[config.mk]
export PLATFORM = sky130hd
export DESIGN_NAME = string_receiver
export DESIGN_NICKNAME = d
export VERILOG_FILES = /design/src/rtl/string_receiver.sv
export SDC_FILE = /design/constraint.sdc
export NUM_CORES = 1
export LEC_CHECK = 0
export ABC_AREA = 1
export BUFFER_PORTS_ARGS = -buffer_cell sky130_fd_sc_hd__buf_2
export CORE_UTILIZATION = 62
export CTS_CLUSTER_DIAMETER = 60
export DETAILED_ROUTE_END_ITERATION = 10
export PLACE_DENSITY = 0.87
export SETUP_SLACK_MARGIN = 0.4
export SKIP_CTS_REPAIR_TIMING = 1
export SLEW_MARGIN = 20
export SYNTH_ARGS = -nofsm -noshare
export SYNTH_HDL_FRONTEND = slang
export SYNTH_SLANG_ARGS = --single-unit
[constraint.sdc]
create_clock -name clock -period 3.35 [get_ports clock]
set_input_delay 0.5025 -clock clock [delete_from_list [all_inputs] [get_ports clock]]
set_output_delay 0.5025 -clock clock [all_outputs]
set_load 0.01 [all_outputs]
[src/rtl/string_receiver.sv]
// string_receiver: 8N1 UART receiver that assembles printable bytes into a
// line buffer up to LF, then holds the line (length, match flag, overflow)
// until the consumer acknowledges it. The buffer is read combinationally by address.
module string_receiver #(
  parameter  int CLK_FREQ = 100_000_000,
  parameter  int BAUD     = 115200,
  parameter  int MAX_LEN  = 16,
  localparam int AW       = $clog2(MAX_LEN),
  localparam int LW       = $clog2(MAX_LEN + 1)
) (
  input  logic          clock,
  input  logic          reset,
  input  logic          rx,
  input  logic [AW-1:0] rd_addr,
  output logic [7:0]    line_data,
  output logic [LW-1:0] line_len,
  output logic          line_valid,
  input  logic          line_ack,
  output logic          match,
  output logic          overflow,
  output logic          frame_err
);

  localparam int             CPB    = CLK_FREQ / BAUD;
  localparam int             CW     = (CPB > 2) ? $clog2(CPB) : 1;
  localparam logic [CW-1:0]  HALF_M1 = CW'(CPB / 2 - 1);
  localparam logic [CW-1:0]  BIT_M1  = CW'(CPB - 1);
  localparam logic [95:0]    HELLO   = "Hello World!";

  typedef enum logic [1:0] {IDLE, START, DATA, STOP} state_t;

  state_t        state_q;
  logic          rx_s1_q, rx_s2_q, rx_prev_q;
  logic [CW-1:0] cnt_q;
  logic [2:0]    bitcnt_q;
  logic [7:0]    shreg_q;
  logic          frame_err_q;

  logic [LW-1:0] wcnt_q;
  logic          line_valid_q, overflow_q, match_q, run_q;
  logic [7:0]    buf_q [MAX_LEN];

  // Bit-level FSM: synchronizer, start detection, mid-bit sampling, stop check
  always_ff @(posedge clock) begin
    if (reset) begin
      state_q     <= IDLE;
      rx_s1_q     <= 1'b1;
      rx_s2_q     <= 1'b1;
      rx_prev_q   <= 1'b1;
      cnt_q       <= '0;
      bitcnt_q    <= '0;
      shreg_q     <= '0;
      frame_err_q <= 1'b0;
    end else begin
      rx_s1_q     <= rx;
      rx_s2_q     <= rx_s1_q;
      rx_prev_q   <= rx_s2_q;
      frame_err_q <= 1'b0;
      case (state_q)
        IDLE: begin
          if (rx_prev_q && !rx_s2_q) begin
            state_q <= START;
            cnt_q   <= '0;
          end
        end
        START: begin
          if (cnt_q == HALF_M1) begin
            cnt_q    <= '0;
            bitcnt_q <= '0;
            // A line that is high again at mid-start was only a glitch
            state_q  <= rx_s2_q ? IDLE : DATA;
          end else begin
            cnt_q <= cnt_q + 1'b1;
          end
        end
        DATA: begin
          if (cnt_q == BIT_M1) begin
            cnt_q   <= '0;
            shreg_q <= {rx_s2_q, shreg_q[7:1]};
            if (bitcnt_q == 3'd7) state_q <= STOP;
            else                  bitcnt_q <= bitcnt_q + 1'b1;
          end else begin
            cnt_q <= cnt_q + 1'b1;
          end
        end
        STOP: begin
          if (cnt_q == BIT_M1) begin
            cnt_q   <= '0;
            state_q <= IDLE;
            if (!rx_s2_q) frame_err_q <= 1'b1;
          end else begin
            cnt_q <= cnt_q + 1'b1;
          end
        end
        default: state_q <= IDLE;
      endcase
    end
  end

  // Byte classification at the stop-bit sample
  logic       byte_ok, ack_take, is_cr, is_lf, has_room;
  logic       store_en, lf_en, drop_en;
  logic [7:0] exp_byte;

  assign byte_ok  = (state_q == STOP) && (cnt_q == BIT_M1) && rx_s2_q;
  assign ack_take = line_valid_q && line_ack;
  assign is_cr    = (shreg_q == 8'h0D);
  assign is_lf    = (shreg_q == 8'h0A);
  assign has_room = (wcnt_q < LW'(MAX_LEN));
  assign store_en = byte_ok && !line_valid_q && !is_cr && !is_lf && has_room;
  assign lf_en    = byte_ok && !line_valid_q && is_lf && (wcnt_q != '0);
  assign drop_en  = byte_ok && !ack_take &&
                    (line_valid_q || (!is_cr && !is_lf && !has_room));

  // Reference character expected at the current write position
  always_comb begin
    exp_byte = 8'h00;
    for (int i = 0; i < 12; i++)
      if (int'(wcnt_q) == i) exp_byte = HELLO[8*(11-i) +: 8];
  end

  // Line state: write count, running compare, overflow, presentation/ack
  always_ff @(posedge clock) begin
    if (reset || ack_take) begin
      line_valid_q <= 1'b0;
      wcnt_q       <= '0;
      overflow_q   <= 1'b0;
      match_q      <= 1'b0;
      run_q        <= 1'b1;
    end else begin
      if (store_en) begin
        wcnt_q <= wcnt_q + 1'b1;
        run_q  <= run_q && (shreg_q == exp_byte);
      end
      if (lf_en) begin
        line_valid_q <= 1'b1;
        match_q      <= run_q && (int'(wcnt_q) == 12) && !overflow_q;
      end
      if (drop_en) overflow_q <= 1'b1;
    end
  end

  // Buffer storage; contents are deliberately not reset
  always_ff @(posedge clock) begin
    if (store_en) buf_q[wcnt_q[AW-1:0]] <= shreg_q;
  end

  assign line_data  = buf_q[rd_addr];
  assign line_len   = wcnt_q;
  assign line_valid = line_valid_q;
  assign match      = match_q;
  assign overflow   = overflow_q;
  assign frame_err  = frame_err_q;

endmodule

==> results of run 1 <==
-- cells in the mapped netlist, types with 8 or more instances --
master    instances  area share
nand3_1          37       0.026
dfxtp_1          36        0.10
clkbuf_1         19      0.0099
ha_1              8       0.014
nand2_1          85       0.044
edfxtp_1        128        0.53
nor2_1           37       0.019
o21ai_0          63       0.044
mux2i_1          32       0.044
inv_1            82       0.043
o211ai_1         32       0.033
a21oi_1          57       0.040
-- logic make-up (layout without fill, tap and decap cells) --
group                      count (synthesis)  in the layout  synth area share
adders and majority gates                  8              8            0.0139
xor gates and xnor gates                   2              2           0.00243
AOI/OAI and AO/OA                        163            163             0.128
muxes                                     32             32            0.0445
DFF                                      164            164             0.633
and+or+nand+nor                          190            190             0.120
buffers and inverters                    110            157            0.0576
-- path summary, 6_finish.rpt --
| check | start | end | cells past startpoint |
|---|---|---|---|
| worst max-delay path | cnt_q[0] | buf_q[5][5] | 9 |
| worst min register to register | rx_s1_q | rx_s2_q | 1 |
| worst max register to register | cnt_q[0] | buf_q[5][5] | 9 |
| worst min-delay path | rx | rx_s1_q | 2 |
-- power by group through the flow --
stage / registers, mW / logic [mW] / clock network, mW
6_report: 2.18 / 0.202 / 2.14
5_1_grt: 2.18 / 0.220 / 2.23
4_1_cts: 2.18 / 0.198 / 2.15
3_5_place_dp: 2.22 / 0.195 / 0
3_3_place_gp: 2.22 / 0.187 / 0
2_1_floorplan: 2.22 / 0.142 / 0
-- placed cells by master (no fill, tap or decap), types with 4 or more instances in the layout --
master	instances
inv_1	82
nor4_1	4
nor2_2	8
edfxtp_1	128
nor3_1	7
nand4_1	7
clkbuf_16	17
mux2i_1	32
clkbuf_1	4
nand3_1	37
ha_1	8
o211ai_1	32
dfxtp_1	36
a21oi_1	57
buf_4	17
buf_2	23
nand2_1	85
o21ai_0	63
bufinv_16	5
nor2_1	30
-- worst reg2reg max path, cell delays in order, from the launching register on --
cell and delay (ps):
dfxtp_1 410, ha_1 230, nand2_1 60, nor2_1 110, nand3_2 150, nor3_2 170
nand3_1 160, nor3_4 330, nand2_1 280, nor2_1 610
-- cell type report --
type,instances,share of cell area
clock buffer,21,0.0538
clock inverter,11,0.0246
inverter,85,0.0390
multi-input combinational,395,0.274
sequential,164,0.557
tap,143,0.0218
timing repair buffer,40,0.0296
-- metal layers --
metal,vias to the layer above,routed length (um),GRT usage
li1,2443,-,-
met1,2469,6960,0.398
met2,288,8290,0.487
met3,55,1290,0.0616
met4,0,548,0.143
met5,-,0,0
-- sequential cells by signal, summed over array words and instances, names as in the netlist, 3 cells and up, named ones only --
signal / cells
buf_q: 128
cnt_q: 10
shreg_q: 8
line_len: 5
bitcnt_q: 3
==> results.cfg, run 1 <==
[sta]
hold_viol = 0
setup_viol_count_final = 0
finalMaxSlewViolations = 0
holdWs_ps = 255
rsz0062_at_grt = true
min_period_over_period = 0.858
timing.setup.tns_ps = 0
tightest_slew_ps = 927
fin_crit_ps = 2870
final.setup_skew_ps = 9.83
max_freq_ghz = 0.348
relSlewSlack = 0.382
layout_setup_ws_ps = 475

[cells_and_area]
synthToLayoutAreaGrowth_pct = 13.7
fin_cells = 859
nNetsFinal = 719
fin_area_mm2 = 0.00819
fillers = 748
fin_util = 0.720
ff_latch_area_mm2 = 0.00456
n_antenna_cell = 0
multiInputGateArea_mm2 = 0.00224
layout-drive-gt1-share = 0.120

[place]
hpwlAfterDp_um = 10500
dpl_worst_slack_ps = 526
place_area_mm2 = 0.00753
place_congestion = 0.911
place_inst = 827
portBuffers = 24

[setup_path]
critical_path.top_delay_family = simple AND/OR/NAND/NOR gates
worstPathArrival_ps = 2930
startpoint_type = flop
path_max_fanout = 8
crit_path_cell_trace = ha_1 > nand2_1 > nor2_1 > nand3_2 > nor3_2 > nand3_1 > nor3_4 > nand2_1 > nor2_1
cp-end-kind = flop
cpMaxStageDelayCell = nor2_1
cpPeakStageDelay_ps = 610
r2r_slack_ps = 480
crit_required_ps = 3410
criticalPathCategory = flop to flop
path_buf_inv = 0

[detailed_routing]
totalWireLength_um = 17100
remaining_drc_errors = 0
via_per_inst = 6.12
dr.pass1.iters = 5
avgRoutedWirePerCell_um = 19.9
drt_first_iter_violations = 524
vias = 5255
antenna_left = 0

[cts]
clk_path_buf_depth = 2
clkTransAtPathRegs_ps = 60
cts_num_sinks = 164
root_buffer = clkbuf_16
cts_tree = done
cts_made_buffers = 17
clk_latency_ps = 430
h-tree-depth = 4

[logic_synthesis]
ys_ff_latch = 164
synth_fp_nets = 685
synth_edf_count = 128
synth_ff_type = edfxtp_1
netlist-cell-type-count = 38
synth-seq-area-share = 0.633
synthArstFlopShare = 0
synth.cell_area_mm2 = 0.00721
yosys_warnings = 0
syn_area_per_cell_um2 = 10.8
syn_inst = 669

[min_path]
holdCritPathClass = input port to flop

[die]
core-area_mm2 = 0.0114
num_rows = 39
dieArea_mm2 = 0.0121
start_util = 0.634
die_x_um = 110
die_h_um = 110
io_pins = 25

[power_and_ir_drop]
switchingPower_uw = 957
pwr-share-clk = 0.474
switching_share = 0.211
p_comb_frac = 0.045
p_per_area_mw_per_mm2 = 552
seq_power_share = 0.482
intPower_mw = 3.57
peakVddDrop_mv = 0.402
power_mw = 4.52
power_leakage_nw = 3.22

[job]
cap_violations = 0

[global_routing]
antenna_found_initial = 0
grt_max_degree = 84
grtUsageTotal = 0.304
grt_pass1_vias = 4940
grt_remaining_overflow = 0
grt_pass1_wl_um = 26300

[run_status]
outcome = completed
Note: power is estimated with default switching activity, not from simulation.
==> inputs of run 2 (changes only) <==
- CORE_MARGIN: unset -> 2
- SLEW_MARGIN: 20 -> 15
==> run 2 against run 1 <==
Design area fell by 1.1%. Die area increased by 3.7%. Register-to-register slack gained 30 ps. Maximum frequency rose by 0.90%. Clock skew decreased by 1.6 ps. Critical path type unchanged.
==> results.cfg, run 2 (synthesis results as in run 1) <==
[job]
cap_violations = 0

[setup_path]
cpPeakStageDelay_ps = 620
criticalPathCategory = flop to flop
crit_required_ps = 3400
path_max_fanout = 8
crit_path_cell_trace = ha_1 > nand2_1 > nor2_1 > nand3_2 > nor3_2 > nand3_1 > nor3_4 > nand2_1 > nor2_1
cpMaxStageDelayCell = nor2_1
startpoint_type = flop
worstPathArrival_ps = 2900
cp-end-kind = flop

[place]
portBuffers = 24
hpwlAfterDp_um = 10500
place_congestion = 0.958

[cts]
root_buffer = clkbuf_16
clkTransAtPathRegs_ps = 60
clk_latency_ps = 420
cts_tree = done
h-tree-depth = 4
clk_path_buf_depth = 2
cts_num_sinks = 164
cts_made_buffers = 17

[die]
io_pins = 25
die_h_um = 112
core-area_mm2 = 0.0114
start_util = 0.634
num_rows = 39
die_x_um = 112
dieArea_mm2 = 0.0125

[sta]
finalMaxSlewViolations = 0
relSlewSlack = 0.448
timing.setup.tns_ps = 0
tightest_slew_ps = 827
fin_crit_ps = 2850
setup_viol_count_final = 0
final.setup_skew_ps = 8.19
rsz0062_at_grt = true
max_freq_ghz = 0.351
hold_viol = 0
min_period_over_period = 0.850

[detailed_routing]
via_per_inst = 6.22
antenna_left = 0
vias = 5327
avgRoutedWirePerCell_um = 18.6
remaining_drc_errors = 0
drt_first_iter_violations = 604
totalWireLength_um = 15900
dr.pass1.iters = 5

[global_routing]
grtUsageTotal = 0.265
grt_max_degree = 66
grt_pass1_vias = 5004
antenna_found_initial = 0
grt_pass1_wl_um = 25700
grt_remaining_overflow = 0

[power_and_ir_drop]
power_mw = 4.19
power_leakage_nw = 3.17
p_per_area_mw_per_mm2 = 518
peakVddDrop_mv = 0.357

[cells_and_area]
fillers = 747
layout-drive-gt1-share = 0.123
layout_commonest_cell = edfxtp_1
nNetsFinal = 717
largest_reg_flops = 128
mostFrequentLayoutCells = edfxtp_1, nand2_1, inv_1
ff_latch_area_mm2 = 0.00456
multiInputGateArea_mm2 = 0.00225
n_antenna_cell = 0
synthToLayoutAreaGrowth_pct = 12.4

[run_status]
outcome = completed

[min_path]
holdCritPathClass = input port to flop
==> run 2: metal layers <==
layer	wire [um]	vias to the layer above	part of all wire	track usage
li1	-	2437	-	-
met3	1430	45	0.090	0.0539
met5	0	-	0	0
met1	6710	2506	0.42	0.377
met4	511	0	0.032	0.111
met2	7290	339	0.46	0.403
==> run 2: path summary, 6_finish.rpt <==
path | to | slack, ps | cells after the start | startpoint
worst max-delay path | buf_q[1][5] | 500 | 9 | cnt_q[0]
worst min-delay path | rx_s1_q | 260 | 2 | rx
worst max register to register | buf_q[1][5] | 500 | 9 | cnt_q[0]
worst min register to register | rx_s2_q | 420 | 1 | rx_s1_q
==> run 2: where the power goes <==
part	internal, mW	switching, mW	total [mW]	leakage, nW
sequential	2.17	0.00785	2.18	1.59
combinational	0.0658	0.137	0.203	1.31
clock	1.02	0.789	1.81	0.261
==> run 2: through the flow <==
stage / setup slack (ps) / util / instance area [um^2] / cells / hold slack, ps
3_3_place_gp: 558 / 0.661 / 7520 / 825 / 396
3_5_place_dp: 435 / 0.661 / 7520 / 825 / 403
6_report: 501 / 0.712 / 8100 / 857 / 259
5_1_grt: 270 / 0.712 / 8100 / 857 / 244
2_1_floorplan: 859 / - / 7210 / 669 / 389
4_1_cts: 403 / 0.710 / 8070 / 857 / 248
==> run 2: final cells by class <==
| type | instances | share of cell area |
|---|---|---|
| Clock buffer | 17 | 0.0525 |
| Clock inverter | 15 | 0.0162 |
| Inverter | 85 | 0.0394 |
| Multi-Input combinational cell | 395 | 0.278 |
| Sequential cell | 164 | 0.564 |
| Tap cell | 143 | 0.0221 |
| Timing Repair Buffer | 38 | 0.0281 |
==> run 2: critical path: cells and delay by family (launching register included) <==
| family | cells | cell delay, ps |
|---|---|---|
| simple gates | 8 | 1830 |
| flops | 1 | 410 |
| fa+ha+maj | 1 | 240 |
==> inputs of run 3 (changes only) <==
==> constraint.sdc (replaced) <==
create_clock -name clock -period 3.35 [get_ports clock]
set_input_delay 0.1675 -clock clock [delete_from_list [all_inputs] [get_ports clock]]
set_output_delay 0.1675 -clock clock [all_outputs]
set_load 0.01 [all_outputs]
==> run 3 against run 2 <==
Non-clock buffer count fell by 3. Total power is 3.0% higher. First-iteration DRC count grew 48%. Sequential cell count unchanged. Worst hold slack got worse by 140 ps. Final cell count shrank 0.35%. Routed wire length up 2.7%. Critical path type unchanged. Via count decreased by 1.4%. Register-to-register slack got worse by 30 ps. Design area increased by 0.15%. Clock skew rose by 5.1 ps. Clock power is 7% higher.
==> results.cfg, run 3 (synthesis results as in run 1) <==
[cells_and_area]
n_antenna_cell = 0
fillers = 681
layout_commonest_cell = edfxtp_1
largest_reg_flops = 128
ff_latch_area_mm2 = 0.00456
nNetsFinal = 714
multiInputGateArea_mm2 = 0.00224
mostFrequentLayoutCells = edfxtp_1, nand2_1, inv_1
layout-drive-gt1-share = 0.117
fin_area_mm2 = 0.00811
synthToLayoutAreaGrowth_pct = 12.6

[die]
die_x_um = 112
die_h_um = 112
dieArea_mm2 = 0.0125
io_pins = 25
start_util = 0.634
core-area_mm2 = 0.0114
num_rows = 39

[detailed_routing]
totalWireLength_um = 16400
avgRoutedWirePerCell_um = 19.2
antenna_left = 0
dr.pass1.iters = 5
vias = 5251
drt_first_iter_violations = 894
via_per_inst = 6.15
remaining_drc_errors = 0

[setup_path]
criticalPathCategory = flop to flop
worstPathArrival_ps = 2920
reg2reg_to = buf_q[5][2]
path_max_fanout = 8
crit_required_ps = 3400
crit_start = cnt_q[0]
startpoint_type = flop
cp-end-kind = flop
r2r_start = cnt_q[0]
r2r_slack_ps = 470
endpoint = buf_q[5][2]
rr_worst_depth = 9

[place]
dpl_worst_slack_ps = 546
hpwlAfterDp_um = 10700
place_congestion = 0.922
portBuffers = 24
place_area_mm2 = 0.00749

[power_and_ir_drop]
switchingPower_uw = 959
power_leakage_nw = 3.17
p_per_area_mw_per_mm2 = 532
switching_share = 0.222
power_mw = 4.32
peakVddDrop_mv = 0.414
seq_power_share = 0.505
p_comb_frac = 0.046
intPower_mw = 3.36
pwr-share-clk = 0.449

[global_routing]
grt_pass1_wl_um = 26300
grt_remaining_overflow = 0
grt_pass1_vias = 5027
antenna_found_initial = 0
grtUsageTotal = 0.274
grt_max_degree = 58

[sta]
finalMaxSlewViolations = 0
min_period_over_period = 0.859
fin_crit_ps = 2880
final.setup_skew_ps = 13.3
rsz0062_at_grt = true
holdWs_ps = 120
max_freq_ghz = 0.348
layout_setup_ws_ps = 473
setup_viol_count_final = 0
timing.setup.tns_ps = 0
tightest_slew_ps = 983
hold_viol = 0
relSlewSlack = 0.344

[cts]
clkTransAtPathRegs_ps = 60
h-tree-depth = 4
clk_latency_ps = 420
clk_path_buf_depth = 2
cts_num_sinks = 164
root_buffer = clkbuf_16
cts_made_buffers = 17
cts_tree = done

[job]
cap_violations = 0

[min_path]
holdCritPathClass = input port to flop

[run_status]
outcome = completed
run 3: how the worst min path moves through the flow:
stage               startpoint          end  slack [ps]  cells after the start
floorplan                reset  bitcnt_q[0]         250                      1
global placement            rx      rx_s1_q         350                      2
detailed placement          rx      rx_s1_q         370                      2
CTS                         rx      rx_s1_q         -70                      2
global route          line_ack     overflow         130                      4
finish                   reset  bitcnt_q[1]         120                      2
run 3: per-layer routing:
layer | GRT usage | part of all wire | vias up
li1 | - | - | 2432
met3 | 0.0588 | 0.089 | 38
met1 | 0.383 | 0.41 | 2469
met2 | 0.434 | 0.48 | 312
met4 | 0.0905 | 0.020 | 0
met5 | 0 | 0 | -
run 3: power groups by stage:
stage / combinational [mW] / sequential (mW) / clock [mW]
after detailed placement: 0.194 / 2.22 / 0
after global routing: 0.222 / 2.18 / 2.04
after global placement: 0.185 / 2.22 / 0
after CTS: 0.196 / 2.18 / 1.95
after floorplan: 0.142 / 2.22 / 0
final: 0.200 / 2.18 / 1.94
run 3: worst max-delay path: stages (launching register included):
cell     delay (ps)
dfxtp_1         420
ha_1            240
nand2_1          80
nor2_1          120
nand3_2         150
nor3_2          190
nand3_1         180
nor3_4          300
nand2_1         260
nor2_1          580
run 3: layout make-up:
class | count | area share
clock buffers | 18 | 0.0529
repair buffers | 35 | 0.0256
clock inverters | 14 | 0.0207
multi-input cells | 395 | 0.277
flip-flops and latches | 164 | 0.563
well taps | 143 | 0.0221
inverters | 85 | 0.0393
run 3: stage by stage:
step / util / cells
6_report: 0.713 / 854
5_1_grt: 0.713 / 854
4_1_cts: 0.711 / 853
3_5_place_dp: 0.658 / 821
3_3_place_gp: 0.658 / 821
2_1_floorplan: - / 669
